File: config.mk
export PLATFORM = sky130hd
export DESIGN_NAME = ifetch
export DESIGN_NICKNAME = d
export VERILOG_FILES = /design/src/rtl/ifetch_pkg.sv /design/src/rtl/ifetch_fifo.sv /design/src/rtl/ifetch.sv
export SDC_FILE = /design/constraint.sdc
export NUM_CORES = 1
export LEC_CHECK = 0
export ABC_AREA = 0
export ABC_CLOCK_PERIOD_IN_PS = 5100
export CAP_MARGIN = 20
export CORE_AREA = 5 5 144 146
export CTS_BUF_LIST = sky130_fd_sc_hd__clkbuf_16
export DETAILED_ROUTE_END_ITERATION = 6
export DIE_AREA = 0 0 149 151
export PLACE_DENSITY = 0.7
export SETUP_SLACK_MARGIN = 0.1
export SLEW_MARGIN = 5
export SYNTH_ARGS = -nofsm -noshare
export SYNTH_HDL_FRONTEND = slang
export SYNTH_SLANG_ARGS = --single-unit
File: constraint.sdc
create_clock -name i_clk -period 5.1 [get_ports i_clk]
set_input_delay 1.02 -clock i_clk [delete_from_list [all_inputs] [get_ports i_clk]]
set_output_delay 1.02 -clock i_clk [all_outputs]
set_load 0.02 [all_outputs]
File: src/rtl/ifetch_pkg.sv
`default_nettype none
// ============================================================================
//  Module      : ifetch_pkg
//  Description : Shared types and constants for the instruction fetch unit.
//  Revision    : 1.0 - initial release
// ============================================================================
package ifetch_pkg;

   // One fetched instruction tagged with the address it was read from.
   typedef struct packed {
      logic [31:0] pc;
      logic [31:0] instr;
   } fetch_entry_t;

   // Active-low byte enables: all high means no byte is written.
   localparam logic [3:0]  IMEM_WEN_NONE = 4'hF;
   // Global write enable deasserted, so the SRAM performs a read every cycle.
   localparam logic        IMEM_READ     = 1'b1;
   // Sequential fetch advances one 32-bit word at a time.
   localparam logic [31:0] PC_STEP       = 32'd4;

endpackage : ifetch_pkg
`default_nettype wire

File: src/rtl/ifetch_fifo.sv
`default_nettype none
// ============================================================================
//  Module      : ifetch_fifo
//  Description : Small skid FIFO of {pc, instr} entries between the fetch
//                response path and decode. Flush overrides push and pop.
//  Revision    : 1.0 - initial release
// ============================================================================
module ifetch_fifo
   import ifetch_pkg::*;
#(
   parameter  int FIFO_DEPTH = 2,
   localparam int CNT_W      = $clog2(FIFO_DEPTH + 1),
   localparam int PTR_W      = $clog2(FIFO_DEPTH)
) (
   input  logic               clk,
   input  logic               rst_n,
   input  logic               push,
   input  fetch_entry_t       push_data,
   input  logic               pop,
   input  logic               flush,
   output logic [CNT_W-1:0]   count,
   output fetch_entry_t       head
);

   localparam logic [PTR_W-1:0] LAST_PTR = PTR_W'(FIFO_DEPTH - 1);

   fetch_entry_t     mem [FIFO_DEPTH];
   logic [PTR_W-1:0] rd_ptr;
   logic [PTR_W-1:0] wr_ptr;
   logic [CNT_W-1:0] cnt;

   // Pointers wrap modulo the depth, which need not be a power of two.
   function automatic logic [PTR_W-1:0] next_ptr(input logic [PTR_W-1:0] p);
      return (p == LAST_PTR) ? '0 : p + PTR_W'(1);
   endfunction

   // Pointer and occupancy bookkeeping; flush empties the queue outright.
   always_ff @(posedge clk or negedge rst_n) begin
      if (!rst_n) begin
         rd_ptr <= '0;
         wr_ptr <= '0;
         cnt    <= '0;
      end else if (flush) begin
         rd_ptr <= '0;
         wr_ptr <= '0;
         cnt    <= '0;
      end else begin
         if (push) wr_ptr <= next_ptr(wr_ptr);
         if (pop)  rd_ptr <= next_ptr(rd_ptr);
         if (push && !pop)      cnt <= cnt + CNT_W'(1);
         else if (!push && pop) cnt <= cnt - CNT_W'(1);
      end
   end

   // Storage needs no reset: the head is masked whenever the queue is empty.
   always_ff @(posedge clk) begin
      if (push && !flush) mem[wr_ptr] <= push_data;
   end

   assign count = cnt;
   // An occupied slot is never overwritten, so the head stays stable until popped.
   assign head  = (cnt != '0) ? mem[rd_ptr] : '0;

endmodule : ifetch_fifo
`default_nettype wire

File: src/rtl/ifetch.sv
`default_nettype none
// ============================================================================
//  Module      : ifetch
//  Description : Instruction fetch unit. Issues sequential word reads to a
//                one-cycle-latency instruction SRAM, tags returned words with
//                their PC and queues them for decode; restarts on redirect.
//  Revision    : 1.0 - initial release
// ============================================================================
module ifetch
   import ifetch_pkg::*;
#(
   parameter logic [31:0] RESET_PC   = 32'h0000_0000,
   parameter int          FIFO_DEPTH = 2
) (
   input  logic        i_clk,
   input  logic        i_rst_n,
   output logic [31:0] o_imem_addr,
   input  logic [31:0] i_imem_rd_data,
   output logic [31:0] o_imem_wr_data,
   output logic [3:0]  o_imem_size,
   output logic        o_imem_write,
   output logic        o_imem_read,
   input  logic        i_redirect,
   input  logic [31:0] i_redirect_pc,
   output logic        o_valid,
   input  logic        i_ready,
   output logic [31:0] o_instr,
   output logic [31:0] o_pc
);

   localparam int              CNT_W     = $clog2(FIFO_DEPTH + 1);
   localparam logic [CNT_W:0]  DEPTH_LIM = (CNT_W + 1)'(FIFO_DEPTH);

   logic [31:0]      fetch_pc;
   logic [31:0]      inflight_pc;
   logic             inflight;
   logic             kill;
   logic [CNT_W-1:0] count;
   logic [CNT_W:0]   credit_used;
   logic             pop;
   logic             push;
   logic             issue;
   fetch_entry_t     push_entry;
   fetch_entry_t     head;
   logic             unused_redirect_lsbs;

   // A redirect voids any handshake in the same cycle: the entry is flushed, not consumed.
   assign pop = o_valid & i_ready & ~i_redirect;

   // Slots already owed: queued entries plus the read in flight, minus the one leaving now.
   // Never negative because pop implies count >= 1.
   assign credit_used = {1'b0, count}
                      + {{CNT_W{1'b0}}, inflight}
                      - {{CNT_W{1'b0}}, pop};
   assign issue       = ~i_redirect & (credit_used < DEPTH_LIM);

   // A response is kept only if its read was issued after the last redirect.
   assign push       = inflight & ~kill;
   assign push_entry = '{pc: inflight_pc, instr: i_imem_rd_data};

   // Fetch PC, in-flight tracking and kill flag.
   always_ff @(posedge i_clk or negedge i_rst_n) begin
      if (!i_rst_n) begin
         fetch_pc    <= RESET_PC;
         inflight_pc <= '0;
         inflight    <= 1'b0;
         kill        <= 1'b0;
      end else begin
         kill     <= i_redirect;
         inflight <= issue;
         if (i_redirect) begin
            fetch_pc <= {i_redirect_pc[31:2], 2'b00};
         end else if (issue) begin
            inflight_pc <= fetch_pc;
            fetch_pc    <= fetch_pc + PC_STEP;
         end
      end
   end

   ifetch_fifo #(
      .FIFO_DEPTH (FIFO_DEPTH)
   ) u_fifo (
      .clk       (i_clk),
      .rst_n     (i_rst_n),
      .push      (push),
      .push_data (push_entry),
      .pop       (pop),
      .flush     (i_redirect),
      .count     (count),
      .head      (head)
   );

   // Redirect targets are forced word-aligned; the low bits carry no information.
   assign unused_redirect_lsbs = ^i_redirect_pc[1:0];

   assign o_imem_addr    = fetch_pc;
   assign o_imem_wr_data = 32'h0000_0000;
   assign o_imem_size    = IMEM_WEN_NONE;
   assign o_imem_write   = 1'b0;
   assign o_imem_read    = IMEM_READ;

   assign o_valid = (count != '0);
   assign o_instr = head.instr;
   assign o_pc    = head.pc;

endmodule : ifetch
`default_nettype wire
# == Yosys cells after proc, flatten, opt, wreduce, memory -nomap -nowiden ==
# Memory sizes are Yosys's and may differ from the RTL's.
# Cells that the tools add are included.
# word_totals
out_inout_bits,135
romBits,0
elab_cells,48
mem_bits_rw,128
regBits,70
mem_count,1
latch_bits,0
# memory_table
memory,words,word_bits,rd,rd_clocked_by_memory_dff,write_ports,line_no,source
u_fifo.mem,2,64,1,0,1,ifetch_fifo.sv:27,fetch_entry_t mem [FIFO_DEPTH];
# classes
div_mod_pow,0
n_eq_ne,0
magnitude_cmp,1
n_mux,14
add_sub_neg,7
shifts,0
n_reduce_logical,12
bitwise_logic,6
mul,0
# ops
cell,n
two-way mux 32 bit,2
two-way mux 64 bit,1
adder 32 x 3 -> 32 bit (second input constant),1
two-way mux 1 bit,8
nonzero test 2 bit,4
two-way mux 2 bit,3
AND 1 bit,4
adder 2 x 1 -> 3 bit,1
logical AND 1 bit,3
logical NOT 1 bit,3
< comparator 3 x 2 -> 1 bit (second input constant),1
nonzero test 3 bit,1
subtractor 3 x 1 -> 3 bit,1
adder 1 bit (second input constant),2
adder 2 x 1 -> 2 bit (second input constant),1
inverter 1 bit,2
AND reduction 2 bit,1
subtractor 2 x 1 -> 2 bit (second input constant),1

# == Longest topological paths before layout ==
# logic_depth
depth_word,8
depth_mapped,12
mapped_depth_nobuf,8

# == Cells and area by module ==
# Synthesis repeated with hierarchy kept, for this count alone.
# hier_totals
cells_unflattened,661
hier_area_um2,8356.8
# by_module_without_submodules
module,cells_each,area_each_um2,n_inst
ifetch_fifo,289,5091.1,1
ifetch,372,3265.6,1

# == Least setup slack after synthesis ==
# Ideal clock, no wire load.
# synth_path
kind,input-to-reg
startpoint,input i_redirect
endpoint,"memory u_fifo.mem[0][0] in the netlist's numbering, enable pin"
path_slack_ns,-1.297
t_required_ns,4.541
path_stages,4
setup_time_ns,0.559
arrival_time_ns,5.838
cell_sequence,clkbuf_1 > clkbuf_1 > clkbuf_1 > nor3_1
# synth_between
elab_chain_cells,4
# synth_lines
item,line_no,source
"start, declared",ifetch.sv:23,"input logic i_redirect,"
logical NOT 1 bit,ifetch_fifo.sv:57,if (push && !flush) mem[wr_ptr] <= push_data;
logical AND 1 bit,ifetch_fifo.sv:57,
two-way mux 1 bit,ifetch_fifo.sv:57,
two-way mux 1 bit (not written as such),ifetch_fifo.sv:57,
"end, declared",ifetch_fifo.sv:27,
# No other way between the ends.

# == Worst setup path after layout ==
# layout_path
startpoint,input i_redirect
endpoint,register fetch_pc[31] (netlist: o_imem_addr[31])
# layout_between
elab_chain_cells,6
# layout_lines
item,line_no,source
inverter 1 bit (no source line),-,
AND 1 bit,ifetch.sv:48,assign pop = o_valid & i_ready & ~i_redirect;
subtractor 3 x 1 -> 3 bit,ifetch.sv:54,"- {{CNT_W{1'b0}}, pop};"
< comparator 3 x 2 -> 1 bit,ifetch.sv:55,assign issue = ~i_redirect & (credit_used < DEPTH_LIM);
AND 1 bit,ifetch.sv:55,
nonzero test 2 bit (no source line),-,
"end signal, assigned",ifetch.sv:72,"fetch_pc <= {i_redirect_pc[31:2], 2'b00};"
"end signal, assigned",ifetch.sv:75,fetch_pc <= fetch_pc + PC_STEP;
"end, declared",ifetch.sv:34,logic [31:0] fetch_pc;
# Several ways; a longest one is shown, not always the timed one.
# A chain may end at the register's enable or synchronous reset.

==> summary.md <==
| Metric | Value |
|---|---|
| Status | finished clean |
| WL/cell | 17.7 um |
| Share of the yosys chip area belonging to registers | 66.1% |
| Achievable Freq | 0.239 GHz |
| Min Hold Slack | 465 ps |
| CP bufs+invs | 2 |
| Critical path class | in -> reg |
| Synth unique cells | 41 |
| CTS tree | done |
| Reg2Reg Launch Point | u_fifo.count[1] |
| Min Tclk post-route | 4180 ps |
| Crit Reg-Reg Endpoint | o_imem_addr[31] |
| CP Data Arrival Time | 4500 ps |
| Slowest-stage cell, CP | or4_1 |
| GPL Wtd Cong | 0.749 |
| Ant diodes | 0 |
| Num CTS Buffers | 17 |
| Yosys warning count | 0 |
| Vias | 5149 |
| Crit path from | i_redirect |
| Hold buffer count at CTS | 0 |
| Row count | 51 |
| # resized after CTS | 0 |
| WL final | 18300 um |
| DRT Pass-1 Iters | 5 |
| Most frequent CP cell | or4_1 |
| Root Driver | clkbuf_16 |
| CP Max Fanout | 20 |
| Pin count of the biggest net entering global routing | 64 |
| Hold Path Class | reg -> reg |
| Starting density of the core | 42.2% |
| Worst skew pair latency | 420 ps |
| Fill cells | 1628 |
| Final worst slack | 916 ps |
| Delay-heaviest family, CP | simple AND/OR/NAND/NOR gates |
| Rel. slew slack | 36.4% |
| Setup WS pre-CTS | 480 ps |
| Worst-case vdd ir drop | 0.212 mV |
| End of the critical path | o_imem_addr[31] |
| DR vias/cell | 4.98 |
| Max clock buf depth | 2 |
| Nature of the critical path startpoint | input pin |
| Grt total ovfl | 0 |
| Iteration-0 DRC Markers | 257 |
| Yosys top cell by area | edfxtp_1 |
| PortBufs | 158 |
| Mean post-synth cell area | 13.4 sq um |
| Max capacitance violation total | 0 |
| GRT Overall Usage | 16.0% |
| Static leakage | 3.63 nW |
| Tightest Pin Transition | 955 ps |
| P&R area growth vs syn | 28.0% |
| Final #Nets | 826 |
| Synth cell count leaders | edfxtp_1, nor2_1, dfrtp_1 |
| Hold Crit Depth | 0 |
| Clock slew at reported path FFs | 70 ps |
| Total Die Area | 0.0225 sq mm |
| Layout cells sized above 1 | 9.88% |
| CORE AREA | 0.0193 sq mm |
| Vias in the first global route | 5190 |
| Clk sinks | 190 |
| Initial antenna violation count | 0 |
| Final setup viols | 0 |
| Top cells by area, synth | edfxtp_1, dfrtp_1, mux2i_1 |
| Cells along the critical path | clkdlybuf4s50_1, inv_1, and3_1, o21ai_0, fa_1, nand3_1, or4_1, or4_1, a31o_2 |
| # DRC | 0 |
| Post-synthesis cell count | 605 |
| Yosys top cell area share | 45.8% |
| Die height | 151 um |
| Htree depth | 4 |
| Util after Layout | 54.0% |
| Final Power | 3.57 mW |
| Antenna viol nets, final | 0 |
| Crit. End Element | flop |
| Number of synthesized flops with an enable pin | 124 |
| Final Skew | 11.5 ps |
| Most common cell in the synthesized netlist | edfxtp_1 |
| Setup TNS | 0 ps |
| Setup bufs post-CTS | 0 |
| Top FF cell, synth | edfxtp_1 |
| Max-slew violations | 0 |
| Synth Cell Area | 0.00814 sq mm |
| Count of final hold-check violations | 0 |
| R2R Setup Slk | 1390 ps |
| Worst EP required | 5420 ps |
| RSZ-0062 raised after global routing | no |
| Power Dens Cells | 343 mW/mm^2 |
| CP max stage delay | 880 ps |
| Die X | 149 um |
| Post-DP HPWL | 12100 um |
| Final worst-path cycle share | 82.0% |
| Critical path depth | 9 |
| Worst reg-to-reg path cell count | 8 |
| #FFs+latches synth | 190 |
| FFs w/ async S/R, synth | 34.7% |
| Global-route wire length before repair | 28100 um |
| Ports | 203 |
[how the worst min path moves through the flow]
stage | startpoint | end
after global routing | inflight_pc[14] | u_fifo.mem[0][46]
final | inflight_pc[4] | u_fifo.mem[0][36]
after global placement | inflight_pc[3] | u_fifo.mem[0][35]
after CTS | inflight_pc[4] | u_fifo.mem[1][36]
after floorplan | inflight_pc[2] | u_fifo.mem[0][34]
after detailed placement | inflight_pc[4] | u_fifo.mem[1][36]
[logic make-up (layout without fill, tap and decap cells)]
logic type | count (synthesis) | count (layout) | share of synthesized area (%)
compound gates | 54 | 54 | 4.26
xor+xnor | 13 | 13 | 1.40
fa+ha+maj | 2 | 2 | 0.400
buf+inv | 78 | 202 | 5.63
flops | 190 | 190 | 66.1
mux | 93 | 93 | 11.9
other cells | 2 | 42 | 0.0923
simple gates | 173 | 173 | 10.3
[report_power, final]
group / switching [mW] / internal [mW]
Clock: 0.560 / 0.680
Sequential: 0.0908 / 1.77
Combinational: 0.250 / 0.225
Total: 0.902 / 2.67
[layout by cell type (no fill, tap or decap), types with 5 or more instances in the layout]
cell type / count
mux2_2: 30
buf_4: 7
or3_1: 5
edfxtp_1: 124
nand2_1: 26
xnor2_1: 10
mux2i_1: 63
nand3_1: 11
nor2_1: 81
nor4_1: 5
conb_1: 42
dfrtp_1: 65
a31oi_1: 15
inv_1: 5
o31ai_1: 11
clkbuf_16: 19
nand4_1: 5
clkdlybuf4s50_1: 157
and3_1: 5
or4_1: 16
o21ai_0: 16
[flip-flops by register name (all words and copies together) (netlist names)]
register / flops
u_fifo.count: 2
kill: 1
o_imem_addr: 30
u_fifo.rd_ptr: 1
inflight_pc: 30
inflight: 1
u_fifo.mem: 124
u_fifo.wr_ptr: 1
[worst register-to-register path, stage by stage (launching register included)]
cell and delay (ps):
dfrtp_1 520, nor2b_1 230, and3_1 220, o21ai_0 130, fa_1 540, nand3_1 200, or4_1 880, or4_1 630
a31o_2 260
[area by class of cell]
type,count,area [sq um],area share (%)
flip-flops and latches,190,5380,51.6
multi-input cells,377,2480,23.8
repair buffers,166,1650,15.8
clock buffers,19,475,4.57
well taps,265,332,3.18
clock inverters,13,85.1,0.817
inverters,4,15.0,0.144
[through the flow]
stage,cell area (sq um),cells
after floorplan,8290,645
after global placement,9830,1001
after detailed placement,9830,1001
after CTS,10400,1033
after global routing,10400,1034
final,10400,1034
[layer usage]
layer | GRT usage (%) | part of all wire [%] | vias up
li1 | - | - | 2433
met1 | 19.9 | 42 | 2536
met2 | 27.4 | 51 | 162
met3 | 3.98 | 5.3 | 18
met4 | 5.49 | 1.6 | 0
met5 | 0 | 0 | -
No activity file was read; power rests on OpenSTA's default activity.
